`src/rtl/fpaddsub_execute_stage.sv`:
```
// FP add/sub execute stage: effective add/subtract of aligned mantissas with
// a registered output and a one-entry skid buffer behind a valid/ready handshake.
module fpaddsub_execute_stage #(
  parameter int EW = 8,
  parameter int MW = 25
) (
  input  logic          clk,
  input  logic          rst,
  input  logic          in_valid,
  output logic          in_ready,
  input  logic [EW-1:0] in_exp,
  input  logic [MW-1:0] in_mmax,
  input  logic [MW-1:0] in_mmin,
  input  logic          in_g,
  input  logic          in_r,
  input  logic          in_s,
  input  logic          in_sa,
  input  logic          in_sb,
  input  logic          in_op,
  input  logic          in_maxab,
  output logic          out_valid,
  input  logic          out_ready,
  output logic [EW-1:0] out_exp,
  output logic [MW+3:0] out_sum,
  output logic          out_sign,
  output logic          out_eop,
  output logic          out_zero
);

  localparam int SW = MW + 4;

  // Operands are widened with a carry bit on top and G/R/S below; alignment
  // guarantees mmax-side >= mmin-side, so the subtract cannot wrap.
  function automatic logic [SW-1:0] addsub(input logic [MW-1:0] mmax,
                                           input logic [MW-1:0] mmin,
                                           input logic g,
                                           input logic r,
                                           input logic s,
                                           input logic eop);
    logic [SW-1:0] x;
    logic [SW-1:0] y;
    x = {1'b0, mmax, 3'b000};
    y = {1'b0, mmin, g, r, s};
    return eop ? (x - y) : (x + y);
  endfunction

  logic          sbe_p0;
  logic          eop_p0;
  logic          sign_p0;
  logic [SW-1:0] sum_p0;
  logic          zero_p0;
  logic          accept_p0;
  logic          load_p0;

  logic          vld_p1;
  logic [EW-1:0] exp_p1;
  logic [SW-1:0] sum_p1;
  logic          sign_p1;
  logic          eop_p1;
  logic          zero_p1;

  logic          skid_vld_p1;
  logic [EW-1:0] skid_exp_p1;
  logic [SW-1:0] skid_sum_p1;
  logic          skid_sign_p1;
  logic          skid_eop_p1;
  logic          skid_zero_p1;

  // Stage p0: effective operation and arithmetic
  always_comb begin
    sbe_p0  = in_sb ^ in_op;
    eop_p0  = in_sa ^ sbe_p0;
    sum_p0  = addsub(in_mmax, in_mmin, in_g, in_r, in_s, eop_p0);
    zero_p0 = (sum_p0 == '0);
    // Exact zero is reported as +0 under round-to-nearest.
    sign_p0 = zero_p0 ? 1'b0 : (in_maxab ? sbe_p0 : in_sa);
  end

  assign in_ready  = ~rst & ~skid_vld_p1;
  assign accept_p0 = in_valid & in_ready;
  assign load_p0   = ~vld_p1 | out_ready;

  // Stage p1: output register and skid buffer
  always_ff @(posedge clk) begin
    if (rst) begin
      vld_p1      <= 1'b0;
      skid_vld_p1 <= 1'b0;
      exp_p1      <= '0;
      sum_p1      <= '0;
      sign_p1     <= 1'b0;
      eop_p1      <= 1'b0;
      zero_p1     <= 1'b0;
    end else if (load_p0) begin
      if (skid_vld_p1) begin
        vld_p1      <= 1'b1;
        skid_vld_p1 <= 1'b0;
        exp_p1      <= skid_exp_p1;
        sum_p1      <= skid_sum_p1;
        sign_p1     <= skid_sign_p1;
        eop_p1      <= skid_eop_p1;
        zero_p1     <= skid_zero_p1;
      end else if (accept_p0) begin
        vld_p1      <= 1'b1;
        exp_p1      <= in_exp;
        sum_p1      <= sum_p0;
        sign_p1     <= sign_p0;
        eop_p1      <= eop_p0;
        zero_p1     <= zero_p0;
      end else begin
        vld_p1      <= 1'b0;
      end
    end else if (accept_p0) begin
      skid_vld_p1 <= 1'b1;
    end
  end

  // Skid data only matters while skid_vld_p1 is set, so it carries no reset.
  always_ff @(posedge clk) begin
    if (!load_p0 && accept_p0) begin
      skid_exp_p1  <= in_exp;
      skid_sum_p1  <= sum_p0;
      skid_sign_p1 <= sign_p0;
      skid_eop_p1  <= eop_p0;
      skid_zero_p1 <= zero_p0;
    end
  end

  assign out_valid = vld_p1;
  assign out_exp   = exp_p1;
  assign out_sum   = sum_p1;
  assign out_sign  = sign_p1;
  assign out_eop   = eop_p1;
  assign out_zero  = zero_p1;

endmodule

```
`config.mk`:
```
export PLATFORM = sky130hd
export DESIGN_NAME = fpaddsub_execute_stage
export DESIGN_NICKNAME = d
export VERILOG_FILES = /design/src/rtl/fpaddsub_execute_stage.sv
export SDC_FILE = /design/constraint.sdc
export NUM_CORES = 1
export LEC_CHECK = 0
export CAP_MARGIN = 10
export CELL_PAD_IN_SITES_DETAIL_PLACEMENT = 0
export CELL_PAD_IN_SITES_GLOBAL_PLACEMENT = 2
export CORE_AREA = 2 2 145 147
export CTS_BUF_LIST = sky130_fd_sc_hd__clkbuf_4 sky130_fd_sc_hd__clkbuf_8 sky130_fd_sc_hd__clkbuf_16
export CTS_CLUSTER_DIAMETER = 150
export DETAILED_ROUTE_END_ITERATION = 7
export DIE_AREA = 0 0 147 149
export HOLD_SLACK_MARGIN = 0.08
export PLACE_DENSITY = 0.8
export SLEW_MARGIN = 20
export SYNTH_ARGS = -nofsm -noshare
export SYNTH_HDL_FRONTEND = slang
export SYNTH_SLANG_ARGS = --single-unit
```
`constraint.sdc`:
```
create_clock -name clk -period 8.79 [get_ports clk]
set_input_delay 1.758 -clock clk [delete_from_list [all_inputs] [get_ports clk]]
set_output_delay 1.758 -clock clk [all_outputs]
set_load 0.005 [all_outputs]
```
Word level (Yosys, flattened, before mapping) --
Index checks and enable logic that the tools add are counted.
Storage, ports and cells: register bits after elaboration 82, bits of input ports 69, output and inout bits 42
Cells by class: add/subtract/negate cells 2, reductions and logical operators 6, bitwise operators 8, multiplexer cells 15
Operator list (number):
- $mux W29 | 3
- $add A28 B28 Y29 | 1
- $logic_not A29 Y1 | 1
- $sub A28 B28 Y29 | 1
- $mux W8 | 2
- $mux W1 | 10
- $not A1 Y1 | 3
- $and A1 B1 Y1 | 2
- $reduce_and A2 Y1 | 1
- $reduce_bool A2 Y1 | 1
- $reduce_or A2 Y1 | 1
- $xor A1 B1 Y1 | 2
- $logic_and A1 B1 Y1 | 1
- $logic_not A1 Y1 | 1
- $or A1 B1 Y1 | 1

Depth between registers and ports, before layout --
depth after elaboration 7, gate-level depth with buffers 14, gate-level depth less buffers 13

Worst setup path before layout --
Ideal clock, no wire load.
path kind input to register, from input port out_ready, to register skid_eop_p1, enable pin, data required time 8.239 ns, data arrival time 6.186 ns, stages on the path 2, slack 2.052 ns, cells stage by stage nand2b_1 > nor4b_1
Between the ends: word-level cells in the longest chain between the ends 3
Ends and longest elaborated chain:
- from (decl) | RTL line 22 | input logic out_ready,
- $or A1 B1 Y1 | RTL line 81 | assign load_p0 = ~vld_p1 | out_ready;
- $logic_not A1 Y1 | RTL line 119 | if (!load_p0 && accept_p0) begin
- $logic_and A1 B1 Y1 | RTL line 119
- to (signal assigned) | RTL line 123 | skid_eop_p1 <= eop_p0;
- to (decl) | RTL line 66 | logic skid_eop_p1;
No other way between the ends. A chain may end at the register's enable or synchronous reset.

Worst setup path in the final report --
from input port in_op, to register skid_zero_p1, data pin
Between the ends: word-level cells in the longest chain between the ends 4
Ends and longest elaborated chain:
- from (decl) | RTL line 19 | input logic in_op,
- $xor A1 B1 Y1 | RTL line 71 | sbe_p0 = in_sb ^ in_op;
- $xor A1 B1 Y1 | RTL line 72 | eop_p0 = in_sa ^ sbe_p0;
- $mux W29 | RTL line 44 | return eop ? (x - y) : (x + y);
- $logic_not A29 Y1 | RTL line 74 | zero_p0 = (sum_p0 == '0);
- net zero_p0 | RTL line 51 | logic zero_p0;
- to (signal assigned) | RTL line 124 | skid_zero_p1 <= zero_p0;
- to (decl) | RTL line 67 | logic skid_zero_p1;
The timed path passes the listed nets, and every way through them passes these cells.

==> qor.csv <==
metric,value,unit
grt_max_degree,58,
rsz0062_at_grt,no,
finalCritPeriodShare,60.4,%
wl_met1,9300,um
drcViolationCount,0,
area_growth,24.0,%
clock_path_buffers,2,
setup.worst_path.end_class,flop,
first_iter_violations,399,
synth_edf_count,40,
ant_nets,0,
p_per_area,154,nW/um2
ir_worst_vdd,0.0000700,V
path_clk_slew,0.06,ns
post_cts.repair.setup_buffers,0,
highest_layer,met4,
dpl_cell_area,7700,um2
cts-root-buf,clkbuf_16,
synthAdderAreaFrac,10.4,%
cap_viol_max_count,0,
final_nets,957,
initial_core_util,31.3,%
cpMaxStageDelayCell,xnor3_2,
cts_hold_buf,0,
final_period_minus_worst_setup_slack,5.31,ns
cp_num_buf_inv,2,
worstSkewPairLatency,0.33,ns
grt_pass1_vias,5463,
tightest_slew,1.07,ns
drt_pass1_iterations,5,
clock_skew,0.00450,ns
setup_violations,0,
grt_usage,16.4,%
synth.avg_cell_area,8.52,um2
synthFlopType,dfxtp_1,
ys_ff_latch,82,
finalMaxSlewViolations,0,
cpPeakStageDelay,0.76,ns
synth_top_family_by_area,compound AO/OA/AOI/OAI gates,
diodes,0,
overflow,0,
route.met2.wl,7670,um
cts_max_level,3,
hold_violations,0,
cts_resized,0,
path_delay_family,simple AND/OR/NAND/NOR gates,
power_leakage,2.94,nW
die_h,149,um
n_fill_cell,2139,
synth_area,6420,um2
synth_xor_area_share,3.49,%
yosys.area_share.simple,18.5,%
cp_max_fo,36,
rows,53,
final_common_cell,clkdlybuf4s50_1,
portBuffers,110,
worstSetupPathDepth,12,
multi_input_area,3980,um2
yosysWarnings,0,
place.gp.congestion,0.812,
cts_tree,done,
startpoint_type,primary input,
worstHoldPathCells,2,
grt_pass1_wl,29100,um
stdcell_area,7960,um2
via_count,5757,
synth.yosys.seq_area_share,31.8,%
synth_cell_types,78,
wl_per_cell,16.2,um
dieArea,21900,um2
layout_common_cells,"clkdlybuf4s50_1 (110), nor2_1 (93), a21oi_1 (61)",
fp.dieW,147,um
drive_gt1_share,5.83,%
drt-total-wl,18000,um
fmax,0.188,GHz
async_flop_share,0,%
worstPathRequired,8.94,ns
hold_ws,0.464,ns
seqCellArea,2040,um2
setup-tns-final,0,ns
place_hpwl,13800,um
hold_class,reg2reg,
synth_cells,754,
wl_met3,805,um
crit_arrival,5.46,ns
power,1.22,mW
critical_path_class,in2reg,
antenna_found_initial,0,
max_slew_margin,28.8,%
status,"finished, final reports clean",
cts.sinks,82,
cts_buffers,9,
worst_r2r_path_depth,5,
io_pins,111,
core_area,20600,um2
synthesis.nets,876,
muxShareOfSynthArea,4.67,%
synth_compound_area_share,24.7,%
viasPerCell,5.16,
crit_chain,"clkdlybuf4s50_1, xnor3_2, inv_2, o221ai_1, o31ai_1, xnor2_1, nand3_1, nor4_1, nand3_1, nor4bb_1, nand4_1, nor4_1",
==> path summary, 6_finish.rpt <==
path                                      to         from  slack (ns)
worst min register to register    out_sum[4]   out_sum[4]        0.46
worst max register to register   out_sum[26]  skid_vld_p1        6.33
worst max-delay path            skid_zero_p1        in_op        3.48
worst min-delay path              out_sum[4]   out_sum[4]        0.46
==> state kept, by name, summed over array words and instances (netlist names), 8 cells and up <==
register     count
skid_sum_p1     29
skid_exp_p1      8
out_sum         29
out_exp          8
==> layout make-up <==
class	count	share of cell area (%)
inverter	53	2.50
tap	275	4.32
multi-input combinational	574	49.9
clock buffer	11	3.02
sequential	82	25.7
clock inverter	5	0.267
timing repair buffer	115	14.3
==> logic make-up after synthesis <==
family / Yosys count
compound gates: 226
xor+xnor: 23
fa+ha+maj: 53
buf+inv: 98
flops: 82
mux: 30
simple gates: 242
==> power breakdown <==
group	switching (mW)	total (mW)	internal, mW
Clock	0.140	0.334	0.194
Sequential	0.00946	0.441	0.432
Combinational	0.264	0.449	0.185
Total	0.414	1.22	0.810
==> stage by stage <==
| step | setup WS (ns) | cells | util, % |
|---|---|---|---|
| 2_1_floorplan | 2.05 | 754 | - |
| 3_3_place_gp | 3.24 | 1099 | 37.5 |
| 3_5_place_dp | 3.17 | 1099 | 37.5 |
| 4_1_cts | 3.51 | 1115 | 38.7 |
| 5_1_grt | 3.17 | 1115 | 38.7 |
| 6_report | 3.48 | 1115 | 38.7 |
==> cell usage after synthesis (6+ instances only) <==
master,number,share of area [%]
mux2i_1,30,4.7
a211oi_1,27,3.2
buf_2,12,0.93
nand2b_1,12,1.2
a211oi_2,7,1.4
xnor2_1,16,2.2
dfxtp_1,42,13
nor4_1,11,1.1
edfxtp_1,40,19
a21oi_1,61,4.8
nor3_1,18,1.4
nor2_1,93,5.4
o21ai_0,32,2.5
o21a_1,9,1.1
nand3_1,13,1.0
inv_1,52,3.0
o211ai_1,17,2.0
ha_1,52,10
o31ai_1,11,1.3
a21o_1,8,0.93
nand2_1,41,2.4
a31oi_1,6,0.58
buf_4,6,0.70
nor2b_1,11,1.1
o21bai_1,6,0.70
clkbuf_1,22,1.3
nand4_1,13,1.3
==> worst reg2reg max path: cells and delay by family (launching register included) <==
| kind | cells | cell delay (ns) |
|---|---|---|
| compound gates | 3 | 1.36 |
| flops | 1 | 0.32 |
| buf+inv | 1 | 0.59 |
| simple gates | 1 | 0.05 |
==> metal layers <==
metal / vias up / track usage [%]
li1: 2926 / -
met1: 2660 / 24.5
met2: 151 / 24.8
met3: 20 / 2.20
met4: 0 / 4.52
met5: - / 0
(Power assumes the default switching activity.)
